## src/rtl/timekeeper_pkg.sv

```systemverilog
// timekeeper_pkg: shared BCD limits, load validation and 24-to-12-hour mapping
package timekeeper_pkg;
  localparam logic [7:0] BCD_59 = 8'h59;
  localparam logic [7:0] BCD_23 = 8'h23;
  localparam logic [7:0] BCD_12 = 8'h12;
  function automatic logic bcd_valid(input logic [7:0] v, input logic [7:0] max);
    return v[7:4] <= 4'd9 && v[3:0] <= 4'd9 && v <= max;
  endfunction
  function automatic logic [7:0] hour12(input logic [7:0] h);
    logic [4:0] b;
    b = 5'(h[7:4]) * 5'd10 + 5'(h[3:0]) - 5'd12;
    return h == 8'h00 ? BCD_12 : h <= BCD_12 ? h : b >= 5'd10 ? {4'd1, 4'(b - 5'd10)} : {4'd0, b[3:0]};
  endfunction
endpackage

```

## src/rtl/bcd_mod_counter.sv

```systemverilog
// bcd_mod_counter: packed-BCD counter 00..MAX_BCD; ports clk, reset (async), inc, ld/ld_val (load wins), q, wrap (inc at MAX_BCD)
module bcd_mod_counter
  import timekeeper_pkg::*;
#(
  parameter logic [7:0] MAX_BCD = BCD_59
) (
  input  logic       clk,
  input  logic       reset,
  input  logic       inc,
  input  logic       ld,
  input  logic [7:0] ld_val,
  output logic [7:0] q,
  output logic       wrap
);
  logic [7:0] q_d, q_q;
  assign wrap = inc && q_q == MAX_BCD;
  assign q = q_q;
  always_comb
    q_d = ld ? ld_val : !inc ? q_q : wrap ? 8'h00 :
          q_q[3:0] == 4'd9 ? {q_q[7:4] + 4'd1, 4'd0} : q_q + 8'd1;
  always_ff @(posedge clk or posedge reset)
    if (reset) q_q <= '0;
    else q_q <= q_d;
endmodule

```

## src/rtl/timekeeper.sv

```systemverilog
// timekeeper: BCD time-of-day clock; in clk, reset, en, mode24, load, load_h/m/s; out hour/minute/second, pm, tick, sbit/mbit/hbit, load_err
module timekeeper
  import timekeeper_pkg::*;
#(
  parameter int unsigned TICK_DIV = 50000000,
  parameter int unsigned PRESC_W  = 32
) (
  input  logic       clk,
  input  logic       reset,
  input  logic       en,
  input  logic       mode24,
  input  logic       load,
  input  logic [7:0] load_h,
  input  logic [7:0] load_m,
  input  logic [7:0] load_s,
  output logic [7:0] hour,
  output logic [7:0] minute,
  output logic [7:0] second,
  output logic       pm,
  output logic       tick,
  output logic       sbit,
  output logic       mbit,
  output logic       hbit,
  output logic       load_err
);
  localparam logic [PRESC_W-1:0] LAST = PRESC_W'(TICK_DIV - 1);
  logic [PRESC_W-1:0] presc_d, presc_q;
  logic [3:0] pulse_d, pulse_q;
  logic [7:0] h24;
  logic load_ok, wrap_now, tick_now, s_wrap, m_wrap, h_wrap;
  assign load_ok = load && bcd_valid(load_h, BCD_23) && bcd_valid(load_m, BCD_59) && bcd_valid(load_s, BCD_59);
  assign wrap_now = en && presc_q == LAST;
  // a valid load overrides the tick; reset masks the combinational pulse
  assign tick_now = wrap_now && !load_ok;
  assign tick = tick_now && !reset;
  always_comb begin
    presc_d = load_ok || wrap_now ? '0 : en ? presc_q + PRESC_W'(1) : presc_q;
    pulse_d = {s_wrap, m_wrap, h_wrap, load && !load_ok};
  end
  always_ff @(posedge clk or posedge reset)
    if (reset) begin
      presc_q <= '0;
      pulse_q <= '0;
    end else begin
      presc_q <= presc_d;
      pulse_q <= pulse_d;
    end
  assign {sbit, mbit, hbit, load_err} = pulse_q;
  bcd_mod_counter #(.MAX_BCD(BCD_59)) u_sec (
    .clk(clk), .reset(reset), .inc(tick_now), .ld(load_ok), .ld_val(load_s), .q(second), .wrap(s_wrap)
  );
  bcd_mod_counter #(.MAX_BCD(BCD_59)) u_min (
    .clk(clk), .reset(reset), .inc(s_wrap), .ld(load_ok), .ld_val(load_m), .q(minute), .wrap(m_wrap)
  );
  bcd_mod_counter #(.MAX_BCD(BCD_23)) u_hour (
    .clk(clk), .reset(reset), .inc(m_wrap), .ld(load_ok), .ld_val(load_h), .q(h24), .wrap(h_wrap)
  );
  assign hour = mode24 ? h24 : hour12(h24);
  assign pm = !mode24 && h24 >= BCD_12;
endmodule

```

## config.mk

```make
export PLATFORM = sky130hd
export DESIGN_NAME = timekeeper
export DESIGN_NICKNAME = d
export VERILOG_FILES = /design/src/rtl/timekeeper_pkg.sv /design/src/rtl/bcd_mod_counter.sv /design/src/rtl/timekeeper.sv
export SDC_FILE = /design/constraint.sdc
export NUM_CORES = 1
export LEC_CHECK = 0
export BUFFER_PORTS_ARGS = -buffer_cell sky130_fd_sc_hd__buf_2
export CAP_MARGIN = 20
export CORE_UTILIZATION = 58
export CTS_CLUSTER_DIAMETER = 150
export CTS_CLUSTER_SIZE = 24
export DETAILED_ROUTE_END_ITERATION = 7
export PLACE_DENSITY = 0.86
export RECOVER_POWER = 100
export SLEW_MARGIN = 20
export SYNTH_ARGS = -nofsm -noshare
export SYNTH_HDL_FRONTEND = slang
export SYNTH_HIERARCHICAL = 1
export SYNTH_SLANG_ARGS = --single-unit
```

## constraint.sdc

```tcl
create_clock -name clk -period 4.7 [get_ports clk]
set_input_delay 0.235 -clock clk [delete_from_list [all_inputs] [get_ports clk]]
set_output_delay 0.235 -clock clk [all_outputs]
set_load 0.02 [all_outputs]
```

==> insert_results.sql, run 1 <==
INSERT INTO impl_metrics (metric_group, metric, value, unit) VALUES
('outcome', 'violations', 'capacitance limit, slew limit', ''),
('timing', 'maxSlewViolCount', '35', ''),
('power', 'p_sw', '561', 'uW'),
('power', 'seq_power_share', '42.8', '%'),
('synthesis', 'ys_top_cells_by_area', 'sky130_fd_sc_hd__dfrtp_1 36%, sky130_fd_sc_hd__ha_1 5.7%, sky130_fd_sc_hd__a21oi_1 5.4%', ''),
('routing', 'drt_wl_total', '10200', 'um'),
('power', 'power.leakage', '0.00193', 'uW'),
('placement', 'dpl_worst_slack', '0.538', 'ns'),
('timing', 'final.hold.worst_slack', '0.105', 'ns'),
('routing', 'vias', '3870', ''),
('routing', 'post-route-drc-count', '0', ''),
('clocking', 'clock_latency', '0.34', 'ns'),
('setup_path', 'critical_path.cell_chain', 'ha_1 > and2_1 > nand4b_1 > nor4_1 > nand2_1 > nor4_1 > buf_4 > inv_1 > nor2_1 > inv_1 > nor2_2 > nand2_1 > nor3b_1 > xnor2_1 > o21ai_0', ''),
('timing', 'tightestPinTransition', '1.81', 'ns'),
('power', 'power.share.clock', '33.0', '%'),
('routing', 'drt_pass1_iterations', '5', ''),
('synthesis', 'edff_count_synth', '0', ''),
('clocking', 'cts.root.buffer_cell', 'sky130_fd_sc_hd__clkbuf_8', ''),
('synthesis', 'netlist.top_cell.by_area', 'sky130_fd_sc_hd__dfrtp_1', ''),
('placement', 'io_buffers', '58', ''),
('synthesis', 'synth.yosys.warnings', '6', ''),
('power', 'swShare', '33.9', '%'),
('flow_run', 'maxCapViolCount', '1', ''),
('routing', 'antenna_violating_nets_post_route', '0', ''),
('finish', 'finalNetCount', '574', ''),
('timing', 'setup_total_negative_slack', '0', 'ns'),
('die', 'fp-row-count', '30', ''),
('outcome', 'status', 'finished, violations left', ''),
('placement', 'placement.cell_area', '4490', 'um^2'),
('finish', 'drive_gt1_share', '13.6', '%'),
('routing', 'detailedRoute.firstIterationViolations', '290', ''),
('setup_path', 'worstPathRequired', '4.90', 'ns'),
('setup_path', 'timing.critical_path.fanout_max', '12', ''),
('timing', 'total_of_endpoints_with_negative_setup_slack_in_the_final_report', '0', ''),
('timing', 'worst_slack', '0.540', 'ns'),
('clocking', 'cts_num_sinks', '60', ''),
('setup_path', 'crit_path_max_incr_delay', '0.46', 'ns'),
('die', 'fp.dieW', '87.1', 'um'),
('global_routing', 'first_global_vias', '3564', ''),
('setup_path', 'worst_ep_arrival_time', '4.36', 'ns'),
('timing', 'relSlewSlack', '-20.8', '%'),
('timing', 'final_min_period_over_clock_period', '88.5', '%'),
('global_routing', 'grt_remaining_overflow', '0', ''),
('synthesis', 'share_of_the_synthesized_area_in_the_top_cell_type', '35.8', '%'),
('global_routing', 'first_pass_grt_wire_length', '16600', 'um'),
('routing', 'post_drt_via_cell_ratio', '6.18', ''),
('worst_hold_path', 'worst_hold_path_type', 'primary input to register', ''),
('clocking', 'postCtsSetupBuffers', '0', ''),
('placement', 'gp_routability_congestion', '0.895', ''),
('placement', 'post-dp-hpwl', '7140', 'um'),
('global_routing', 'antenna_found_initial', '0', ''),
('synthesis', 'synthesis.area', '4200', 'um^2'),
('synthesis', 'syn-num-nets', '526', ''),
('timing', 'achievable_clock_frequency', '240', 'MHz'),
('synthesis', 'syn-instance-count', '477', ''),
('synthesis', 'yosys_most_used_dff', 'sky130_fd_sc_hd__dfrtp_1', ''),
('finish', 'antenna-diode-count', '0', ''),
('setup_path', 'endpoint_kind', 'register', ''),
('power', 'power.density', '356', 'nW/um^2'),
('setup_path', 'critPathSlowestCell', 'sky130_fd_sc_hd__nor2_1', ''),
('die', 'floorplan.core_area', '6910', 'um^2'),
('clocking', 'clock_tree.htree_level_count', '3', ''),
('synthesis', 'avgSynthCellArea', '8.80', 'um^2'),
('setup_path', 'start_kind', 'register', ''),
('power', 'p_int', '1100', 'uW'),
('finish', 'area_delta_synth_final', '10.9', '%'),
('global_routing', 'globalRouteTotalUtil', '28.1', '%'),
('power', 'peakVddDrop', '0.323', 'mV'),
('clocking', 'cts_made_buffers', '9', ''),
('die', 'num_io_pins', '59', ''),
('timing', 'rsz0062_at_grt', 'no', '');
Yosys cell counts (all sizes together) (4+ instances only):
cell and instances:
nand4 11, nor3b 5, xor2 10, nor3 11, nand3b 4, ha 19, mux2 4, clkbuf 11
dfrtp 60, or3 11, xnor2 10, nor4 6, o31ai 10, and3b 4, nor2b 7, and4 5
nand3 33, and2 7, o21ai 33, inv 26, nand2 40, and3 7, nor2 32, or4 8
a21oi 47, buf 14, mux2i 4
sequential cells by signal, summed over array words and instances (netlist names):
| name | flops |
|---|---|
| u_sec/q | 8 |
| u_min/q | 8 |
| presc_q | 32 |
| pulse_q | 4 |
| u_hour/q | 8 |
metrics by stage:
stage / util, % / std cells / total power [uW]
CTS: 68.6 / 626 / 1670
finish: 67.4 / 626 / 1660
detailed placement: 65.0 / 609 / 1120
floorplan: - / 477 / 1010
global placement: 65.0 / 609 / 1100
global route: 67.4 / 626 / 1750
logic make-up (layout without fill, tap and decap cells):
| group | Yosys count | in the layout | synth area share, % |
|---|---|---|---|
| AO/OA/AOI/OAI | 117 | 117 | 18.2 |
| XOR/XNOR | 21 | 21 | 4.71 |
| adder cells (fa/ha/maj) | 20 | 20 | 6.14 |
| buffers and inverters | 51 | 104 | 5.87 |
| flip-flops | 60 | 60 | 35.8 |
| multiplexers | 8 | 8 | 2.03 |
| AND/OR/NAND/NOR | 200 | 200 | 27.3 |
layout make-up:
cell class	count	area, um^2	share of cell area [%]
multi-input cells	366	2420	52.0
clock inverters	4	70.1	1.50
clock buffers	12	165	3.55
well taps	96	120	2.58
repair buffers	62	280	6.02
flip-flops and latches	60	1500	32.2
inverters	26	97.6	2.10
power by group through the flow:
stage	clock network [uW]	registers (uW)	logic [uW]
after floorplan	0	695	312
after global placement	0	709	392
after detailed placement	0	714	410
after CTS	553	706	414
after global routing	574	724	448
final	547	709	401
critical path: cells and delay by family (launching register included):
kind,cells,cell delay (ns)
simple gates,9,2.46
buf+inv,3,0.58
flops,1,0.39
fa+ha+maj,1,0.34
xor+xnor,1,0.15
compound gates,1,0.08
layer usage:
| layer | wire length (um) | part of all wire (%) | GRT usage (%) |
|---|---|---|---|
| met5 | 0 | 0 | 0 |
| met4 | 187 | 1.8 | 12.7 |
| met3 | 685 | 6.7 | 4.55 |
| met2 | 4880 | 48 | 44.5 |
| met1 | 4410 | 43 | 37.8 |
repair_timing:
action                                 4_1_cts  5_1_grt
setup endpoints to repair                    0        3
endpoints found under the hold margin       26        0
hold buffers                                 1        0
resized for setup                            0        1
final timing paths:
check | startpoint | endpoint | slack, ns | cells after the start
worst min-delay path | load_s[0] | u_sec/q[0]$_DFFE_PP0P_ | 0.10 | 3
worst max register to register | presc_q[0]$_DFFE_PP0P_ | u_hour/q[6]$_DFFE_PP0P_ | 0.54 | 15
worst min register to register | presc_q[22]$_DFFE_PP0P_ | presc_q[22]$_DFFE_PP0P_ | 0.56 | 2
max in group asynchronous | reset | presc_q[22]$_DFFE_PP0P_ | 2.32 | 4
min in group asynchronous | reset | pulse_q[0]$_DFF_PP0_ | 0.44 | 3
worst max-delay path | presc_q[0]$_DFFE_PP0P_ | u_hour/q[6]$_DFFE_PP0P_ | 0.54 | 15
Note: power is estimated with default switching activity, not from simulation.
==> inputs of run 2 (changes only) <==
--- a/config.mk
+++ b/config.mk
@@ -5,14 +5,16 @@
 export SDC_FILE = /design/constraint.sdc
 export NUM_CORES = 1
 export LEC_CHECK = 0
+export ABC_AREA = 1
 export BUFFER_PORTS_ARGS = -buffer_cell sky130_fd_sc_hd__buf_2
 export CAP_MARGIN = 20
-export CORE_UTILIZATION = 58
+export CORE_UTILIZATION = 36
 export CTS_CLUSTER_DIAMETER = 150
 export CTS_CLUSTER_SIZE = 24
 export DETAILED_ROUTE_END_ITERATION = 7
-export PLACE_DENSITY = 0.86
+export PLACE_DENSITY = 0.58
 export RECOVER_POWER = 100
+export SETUP_SLACK_MARGIN = 0.2
 export SLEW_MARGIN = 20
 export SYNTH_ARGS = -nofsm -noshare
 export SYNTH_HDL_FRONTEND = slang
==> insert_results.sql, run 2 <==
INSERT INTO impl_metrics (metric_group, metric, value, unit) VALUES
('routing', 'vias', '5248', ''),
('synthesis', 'ys_top_cells_by_area', 'sky130_fd_sc_hd__dfrtp_1 29%, sky130_fd_sc_hd__nand2_1 19%, sky130_fd_sc_hd__inv_1 7.7%', ''),
('routing', 'drt_pass1_iterations', '5', ''),
('die', 'fp.dieW', '123', 'um'),
('synthesis', 'synth.yosys.warnings', '6', ''),
('setup_path', 'r2r.worst_path.cells', '22', ''),
('synthesis', 'share_of_the_synthesized_area_in_the_top_cell_type', '28.5', '%'),
('setup_path', 'crit_path_max_incr_delay', '0.42', 'ns'),
('power', 'power.leakage', '0.00298', 'uW'),
('die', 'die_height', '123', 'um'),
('clocking', 'clock_tree.htree_level_count', '3', ''),
('routing', 'detailedRoute.firstIterationViolations', '348', ''),
('finish', 'drive_gt1_share', '8.67', '%'),
('synthesis', 'syn-num-nets', '864', ''),
('synthesis', 'synth_sequential_area_ratio', '28.5', '%'),
('clocking', 'cts_num_sinks', '60', ''),
('setup_path', 'crit_end', 'u_hour/q[1]$_DFFE_PP0P_', ''),
('timing', 'total_of_endpoints_with_negative_setup_slack_in_the_final_report', '0', ''),
('finish', 'layout_commonest_cell', 'sky130_fd_sc_hd__nand2_1', ''),
('die', 'fp-row-count', '43', ''),
('setup_path', 'worst_ep_arrival_time', '3.59', 'ns'),
('synthesis', 'edff_count_synth', '0', ''),
('timing', 'fin_skew', '0.0103', 'ns'),
('placement', 'dpl_worst_slack', '1.57', 'ns'),
('timing', 'final_min_period_over_clock_period', '71.9', '%'),
('clocking', 'cts_made_buffers', '9', ''),
('die', 'design.die.area', '15100', 'um^2'),
('clocking', 'clk_pin_slew', '0.06', 'ns'),
('clocking', 'post_cts.resized_instances', '0', ''),
('setup_path', 'reg2reg_setup_slack', '1.32', 'ns'),
('global_routing', 'first_global_vias', '4985', ''),
('global_routing', 'first_pass_grt_wire_length', '24200', 'um'),
('routing', 'drt_wl_total', '14200', 'um'),
('setup_path', 'crit_type', 'register to register', ''),
('routing', 'post_drt_via_cell_ratio', '4.96', ''),
('die', 'floorplan.initialDensity', '37.5', '%'),
('global_routing', 'antenna_found_initial', '0', ''),
('clocking', 'cts.root.buffer_cell', 'sky130_fd_sc_hd__clkbuf_16', ''),
('global_routing', 'globalRouteTotalUtil', '20.5', '%'),
('global_routing', 'grt_max_degree', '37', ''),
('setup_path', 'worst_r2r_startpoint', 'presc_q[0]$_DFFE_PP0P_', ''),
('synthesis', 'avgSynthCellArea', '6.45', 'um^2'),
('finish', 'final_core_util', '42.2', '%'),
('timing', 'maxSlewViolCount', '72', ''),
('finish', 'finalNetCount', '921', ''),
('finish', 'area_delta_synth_final', '12.8', '%'),
('placement', 'post-dp-hpwl', '10900', 'um'),
('timing', 'timing.final.hold_violations', '0', ''),
('setup_path', 'worst-path-buf-inv', '3', ''),
('flow_run', 'maxCapViolCount', '2', ''),
('setup_path', 'timing.critical_path.max_delay_family', 'simple AND/OR/NAND/NOR gates', ''),
('setup_path', 'start_kind', 'register', ''),
('synthesis', 'syn-instance-count', '815', ''),
('power', 'peakVddDrop', '0.188', 'mV'),
('timing', 'worst_slack', '1.32', 'ns'),
('synthesis', 'yosysMostFrequentCell', 'sky130_fd_sc_hd__nand2_1', ''),
('clocking', 'cts.hold.buffers_added', '1', ''),
('die', 'num_io_pins', '59', ''),
('routing', 'detail_route.wl_per_cell', '13.4', 'um'),
('setup_path', 'critical_path.reg2reg.endpoint', 'u_hour/q[1]$_DFFE_PP0P_', ''),
('timing', 'final.hold.worst_slack', '0.150', 'ns'),
('finish', 'antenna-diode-count', '0', ''),
('synthesis', 'netlist.top_cell.by_area', 'sky130_fd_sc_hd__dfrtp_1', ''),
('placement', 'gp_routability_congestion', '0.932', ''),
('outcome', 'violations', 'capacitance limit, slew limit', ''),
('finish', 'nFillCells', '1552', ''),
('timing', 'tightestPinTransition', '2.07', 'ns'),
('placement', 'io_buffers', '58', ''),
('synthesis', 'synthesis.area', '5260', 'um^2'),
('setup_path', 'critical_path.cell_chain', 'ha_1 > nand3_1 > nor2_1 > nand3_1 > nor2_1 > inv_1 > nor2_1 > nand2_1 > nor2_1 > nand2_4 > inv_1 > nand2_1 > nor2_1 > nand2_4 > inv_1 > nand2_1 > nor2_1 > nand2_2 > nand2_1 > nor2_1 > nand3b_1 > nand2_1', ''),
('clocking', 'cts_tree', 'done', ''),
('finish', 'largest_register', 'presc_q', ''),
('global_routing', 'grt_remaining_overflow', '0', ''),
('timing', 'achievable_clock_frequency', '296', 'MHz'),
('synthesis', 'ys_top_cells_by_count', '260 x sky130_fd_sc_hd__nand2_1, 108 x sky130_fd_sc_hd__inv_1, 100 x sky130_fd_sc_hd__nor2_1', ''),
('setup_path', 'number_of_logic_stages_on_the_critical_path_including_buffering', '22', ''),
('routing', 'post-route-drc-count', '0', ''),
('timing', 'min_period', '3.38', 'ns'),
('worst_hold_path', 'worst_hold_path_type', 'primary input to register', ''),
('setup_path', 'launching_instance_or_port_of_the_critical_path', 'presc_q[0]$_DFFE_PP0P_', ''),
('setup_path', 'endpoint_kind', 'register', ''),
('synthesis', 'yosysUniqueCellTypes', '39', ''),
('worst_hold_path', 'hold_path_startpoint', 'load_s[4]', ''),
('setup_path', 'worstPathRequired', '4.91', 'ns'),
('finish', 'flip_flop_count_of_the_largest_register_all_copies_and_words_added', '32', ''),
('synthesis', 'ys_ff_latch', '60', ''),
('clocking', 'cts.path.max_buffers', '2', ''),
('clocking', 'postCtsSetupBuffers', '0', ''),
('synthesis', 'yosys_most_used_dff', 'sky130_fd_sc_hd__dfrtp_1', ''),
('finish', 'mostFrequentLayoutCells', '263 x sky130_fd_sc_hd__nand2_1, 110 x sky130_fd_sc_hd__inv_1, 103 x sky130_fd_sc_hd__nor2_1', ''),
('setup_path', 'critical_path.most_common_cell', 'sky130_fd_sc_hd__nor2_1', ''),
('timing', 'setup_total_negative_slack', '0', 'ns'),
('outcome', 'status', 'finished, violations left', ''),
('timing', 'relSlewSlack', '-38.1', '%'),
('power', 'power.density', '298', 'nW/um^2'),
('timing', 'rsz0062_at_grt', 'no', ''),
('setup_path', 'critPathSlowestCell', 'sky130_fd_sc_hd__dfrtp_1', ''),
('die', 'floorplan.core_area', '14000', 'um^2'),
('clocking', 'clock_latency', '0.34', 'ns'),
('routing', 'antenna_violating_nets_post_route', '0', ''),
('synthesis', 'async_flop_share', '100', '%'),
('setup_path', 'timing.critical_path.fanout_max', '6', '');
## run 2: worst min path at each step
| stage | to | slack [ns] | cells after the start |
|---|---|---|---|
| finish | u_sec/q[4]$_DFFE_PP0P_ | 0.15 | 3 |
| CTS | u_min/q[4]$_DFFE_PP0P_ | 0.14 | 3 |
| floorplan | u_hour/q[0]$_DFFE_PP0P_ | 0.05 | 1 |
| global placement | u_sec/q[7]$_DFFE_PP0P_ | 0.29 | 2 |
| detailed placement | u_sec/q[7]$_DFFE_PP0P_ | 0.29 | 2 |
| global route | u_sec/q[4]$_DFFE_PP0P_ | 0.16 | 3 |
## run 2: worst register-to-register path: stages (launching register included)
cell and delay (ns):
sky130_fd_sc_hd__dfrtp_1 0.42, sky130_fd_sc_hd__ha_1 0.19, sky130_fd_sc_hd__nand3_1 0.17, sky130_fd_sc_hd__nor2_1 0.35, sky130_fd_sc_hd__nand3_1 0.12, sky130_fd_sc_hd__nor2_1 0.22
sky130_fd_sc_hd__inv_1 0.09, sky130_fd_sc_hd__nor2_1 0.17, sky130_fd_sc_hd__nand2_1 0.07, sky130_fd_sc_hd__nor2_1 0.19, sky130_fd_sc_hd__nand2_4 0.08, sky130_fd_sc_hd__inv_1 0.11
sky130_fd_sc_hd__nand2_1 0.06, sky130_fd_sc_hd__nor2_1 0.18, sky130_fd_sc_hd__nand2_4 0.08, sky130_fd_sc_hd__inv_1 0.16, sky130_fd_sc_hd__nand2_1 0.07, sky130_fd_sc_hd__nor2_1 0.12
sky130_fd_sc_hd__nand2_2 0.07, sky130_fd_sc_hd__nand2_1 0.10, sky130_fd_sc_hd__nor2_1 0.09, sky130_fd_sc_hd__nand3b_1 0.09, sky130_fd_sc_hd__nand2_1 0.05
## run 2: final cells by class
class	count	area [um^2]	area share [%]
clock buffer	13	270	4.56
clock inverter	3	67.6	1.14
inverter	120	452	7.61
multi-input combinational	620	3150	53.1
sequential	60	1500	25.3
tap	180	225	3.80
timing repair buffer	61	268	4.51
## run 2: metrics by stage
stage / cell area [um^2] / cells / total power (uW)
global route: 5930 / 1057 / 1880
finish: 5930 / 1057 / 1770
detailed placement: 5700 / 1040 / 1050
floorplan: 5260 / 815 / 933
global placement: 5700 / 1040 / 1050
CTS: 6050 / 1057 / 1810
## run 2: cells by family (layout without fill, tap and decap cells)
logic type      after synthesis  count (layout)  share of synthesized area, %
fa+ha+maj                    20              20                          4.90
simple gates                508             508                          43.9
flops                        60              60                          28.5
buf+inv                     135             197                          10.4
compound gates               63              63                          7.42
xor+xnor                     29              29                          4.83
## run 2: report_power, final
part	leakage [uW]	internal (uW)	switching (uW)
clock network	0.000162	508	243
logic	0.00204	133	228
registers	0.000785	571	85.6
## run 2: layer usage
layer / GRT usage (%) / routed length, um / up-vias
li1: - / - / 2705
met4: 6.94 / 334 / 0
met3: 3.81 / 564 / 26
met2: 34.6 / 6740 / 106
met1: 26.1 / 6540 / 2411
met5: 0 / 0 / -
==> inputs of run 3 (changes only) <==
--- a/config.mk
+++ b/config.mk
@@ -5,14 +5,14 @@
 export SDC_FILE = /design/constraint.sdc
 export NUM_CORES = 1
 export LEC_CHECK = 0
-export ABC_AREA = 1
+export ABC_AREA = 0
 export BUFFER_PORTS_ARGS = -buffer_cell sky130_fd_sc_hd__buf_2
 export CAP_MARGIN = 20
 export CORE_UTILIZATION = 36
 export CTS_CLUSTER_DIAMETER = 150
 export CTS_CLUSTER_SIZE = 24
 export DETAILED_ROUTE_END_ITERATION = 7
-export PLACE_DENSITY = 0.58
+export PLACE_DENSITY = 0.61
 export RECOVER_POWER = 100
 export SETUP_SLACK_MARGIN = 0.2
 export SLEW_MARGIN = 20
==> constraint.sdc (replaced) <==
create_clock -name clk -period 3.1 [get_ports clk]
set_input_delay 0.155 -clock clk [delete_from_list [all_inputs] [get_ports clk]]
set_output_delay 0.155 -clock clk [all_outputs]
set_load 0.02 [all_outputs]
==> insert_results.sql, run 3 (same netlist as run 1, synthesis figures left out) <==
INSERT INTO impl_metrics (metric_group, metric, value, unit) VALUES
('clocking', 'cts.path.max_buffers', '2', ''),
('placement', 'dpl_worst_slack', '0.151', 'ns'),
('routing', 'drt_wl_total', '10900', 'um'),
('power', 'peakVddDrop', '0.340', 'mV'),
('finish', 'drive_gt1_share', '21.0', '%'),
('routing', 'post-route-drc-count', '0', ''),
('clocking', 'cts_made_buffers', '9', ''),
('routing', 'vias', '3908', ''),
('timing', 'rsz0062_at_grt', 'yes', ''),
('timing', 'relSlewSlack', '22.1', '%'),
('worst_hold_path', 'worst_hold_path_type', 'primary input to register', ''),
('timing', 'maxSlewViolCount', '0', ''),
('timing', 'setup_total_negative_slack', '0', 'ns'),
('global_routing', 'first_pass_grt_wire_length', '17500', 'um'),
('setup_path', 'start_kind', 'register', ''),
('setup_path', 'critPathSlowestCell', 'sky130_fd_sc_hd__dfrtp_2', ''),
('flow_run', 'maxCapViolCount', '0', ''),
('finish', 'finalNetCount', '597', ''),
('timing', 'fin_skew', '0.00860', 'ns'),
('finish', 'final_core_util', '45.1', '%'),
('placement', 'placed_insts', '666', ''),
('clocking', 'clk_pin_slew', '0.05', 'ns'),
('setup_path', 'critical_path.cell_chain', 'ha_4 > ha_4 > fa_2 > xor2_2 > xnor2_1 > o21ai_2 > xnor2_1 > a21oi_1 > clkbuf_1', ''),
('clocking', 'cts_tree', 'done', ''),
('clocking', 'clock_tree.htree_level_count', '3', ''),
('routing', 'detail_route.wl_per_cell', '15.6', 'um'),
('die', 'fp-row-count', '39', ''),
('worst_hold_path', 'hold_path_startpoint', 'load_m[4]', ''),
('die', 'floorplan.core_area', '11400', 'um^2'),
('worst_hold_path', 'hold_path_cell_cnt', '3', ''),
('timing', 'final_min_period_over_clock_period', '91.3', '%'),
('routing', 'drt_pass1_iterations', '4', ''),
('worst_hold_path', 'min_to', 'u_min/q[4]$_DFFE_PP0P_', ''),
('finish', 'antenna-diode-count', '0', ''),
('clocking', 'clock_latency', '0.33', 'ns'),
('die', 'num_io_pins', '59', ''),
('clocking', 'cts_num_sinks', '60', ''),
('finish', 'flip_flop_count_of_the_largest_register_all_copies_and_words_added', '32', ''),
('global_routing', 'first_global_vias', '3660', ''),
('setup_path', 'crit_type', 'register to output pin', ''),
('setup_path', 'reg2reg_setup_slack', '0.31', 'ns'),
('power', 'power.leakage', '0.00212', 'uW'),
('power', 'power.density', '568', 'nW/um^2'),
('outcome', 'status', 'finished, final reports clean', ''),
('finish', 'largest_register', 'presc_q', ''),
('setup_path', 'worst_r2r_startpoint', 'presc_q[24]$_DFFE_PP0P_', ''),
('finish', 'area_delta_synth_final', '22.1', '%'),
('die', 'fp.dieW', '110', 'um'),
('setup_path', 'worstPathRequired', '2.94', 'ns'),
('setup_path', 'worst_ep_arrival_time', '2.68', 'ns'),
('timing', 'tightestPinTransition', '1.17', 'ns'),
('placement', 'io_buffers', '58', ''),
('global_routing', 'grt_max_degree', '55', ''),
('finish', 'nFillCells', '1115', ''),
('finish', 'layoutNonFillerInstCount', '696', ''),
('global_routing', 'antenna_found_initial', '0', ''),
('placement', 'gp_routability_congestion', '0.849', ''),
('routing', 'antenna_violating_nets_post_route', '0', ''),
('global_routing', 'globalRouteTotalUtil', '18.7', '%'),
('finish', 'mostFrequentLayoutCells', '57 x sky130_fd_sc_hd__dfrtp_1, 45 x sky130_fd_sc_hd__a21oi_1, 38 x sky130_fd_sc_hd__nand2_1', ''),
('finish', 'multi_input_combinational_cell_area', '2550', 'um^2'),
('finish', 'sequential_cell_area', '1510', 'um^2'),
('die', 'floorplan.initialDensity', '36.9', '%'),
('setup_path', 'crit_path_max_incr_delay', '0.44', 'ns'),
('timing', 'timing.final.hold_violations', '0', ''),
('timing', 'total_of_endpoints_with_negative_setup_slack_in_the_final_report', '0', ''),
('setup_path', 'critical_path.reg2reg.endpoint', 'u_hour/q[7]$_DFFE_PP0P_', ''),
('die', 'design.die.area', '12100', 'um^2'),
('routing', 'post_drt_via_cell_ratio', '5.61', ''),
('routing', 'detailedRoute.firstIterationViolations', '321', ''),
('timing', 'min_period', '2.83', 'ns'),
('setup_path', 'timing.critical_path.fanout_max', '4', ''),
('finish', 'layout_commonest_cell', 'sky130_fd_sc_hd__dfrtp_1', ''),
('global_routing', 'grt_remaining_overflow', '0', ''),
('setup_path', 'endpoint_kind', 'output pin', ''),
('timing', 'worst_slack', '0.269', 'ns'),
('timing', 'achievable_clock_frequency', '353', 'MHz'),
('timing', 'final.hold.worst_slack', '0.0392', 'ns'),
('clocking', 'cts.root.buffer_cell', 'sky130_fd_sc_hd__clkbuf_16', ''),
('setup_path', 'r2r.worst_path.cells', '14', ''),
('die', 'die_height', '110', 'um'),
('placement', 'post-dp-hpwl', '7450', 'um');
run 3: report_power, final:
part           switching [uW]  internal, uW
clock network             356           766
registers                 154           889
logic                     414           335
total                     924          1990
run 3: worst max-delay path by stage:
stage                       startpoint                      end  slack (ns)  depth (start not counted)
6_report       u_hour/q[4]$_DFFE_PP0P_                  hour[1]        0.27                          9
5_1_grt        presc_q[26]$_DFFE_PP0P_  u_hour/q[3]$_DFFE_PP0P_        0.08                         14
4_1_cts        u_hour/q[4]$_DFFE_PP0P_                  hour[4]        0.20                          8
3_5_place_dp   presc_q[24]$_DFFE_PP0P_   u_min/q[7]$_DFFE_PP0P_        0.15                         13
3_3_place_gp   presc_q[24]$_DFFE_PP0P_   u_min/q[7]$_DFFE_PP0P_        0.20                         13
2_1_floorplan   presc_q[0]$_DFFE_PP0P_  u_hour/q[7]$_DFFE_PP0P_        0.06                         18
run 3: cell type report:
cell class                 count  share of cell area, %
sequential                    60                   29.4
timing repair buffer          85                   8.86
clock inverter                 4                   1.37
inverter                      26                   2.05
clock buffer                  12                   5.20
tap                          143                   3.49
multi-input combinational    366                   49.7
run 3: routing by layer:
metal  up-vias  global-route usage [%]  wire length, um
met1      1901                    23.6             4820
met4         0                    6.00              158
met3        15                    4.17              547
met5         -                       0                0
li1       1882                       -                -
met2       110                    31.6             5340
run 3: repair_timing:
item	4_1_cts	5_1_grt
gates cloned	0	0
hold buffers	1	0
setup endpoints to repair	7	17
gates resized for setup	5	20
buffers inserted	2	11
pin swaps	2	10
hold endpoints to repair	24	0
run 3: critical path, delay by kind of cell (launching register included):
family	cells	cell delay, ns
buffers and inverters	1	0.24
xor gates and xnor gates	3	0.52
DFF	1	0.44
AOI/OAI and AO/OA	2	0.27
adders and majority gates	3	0.86
run 3: stage by stage:
step                      cell area (um^2)  total power [uW]
after global placement                4670              1720
after detailed placement              4670              1740
after CTS                             5050              2910
after global routing                  5130              3080
final                                 5130              2910
after floorplan                       4270              1540
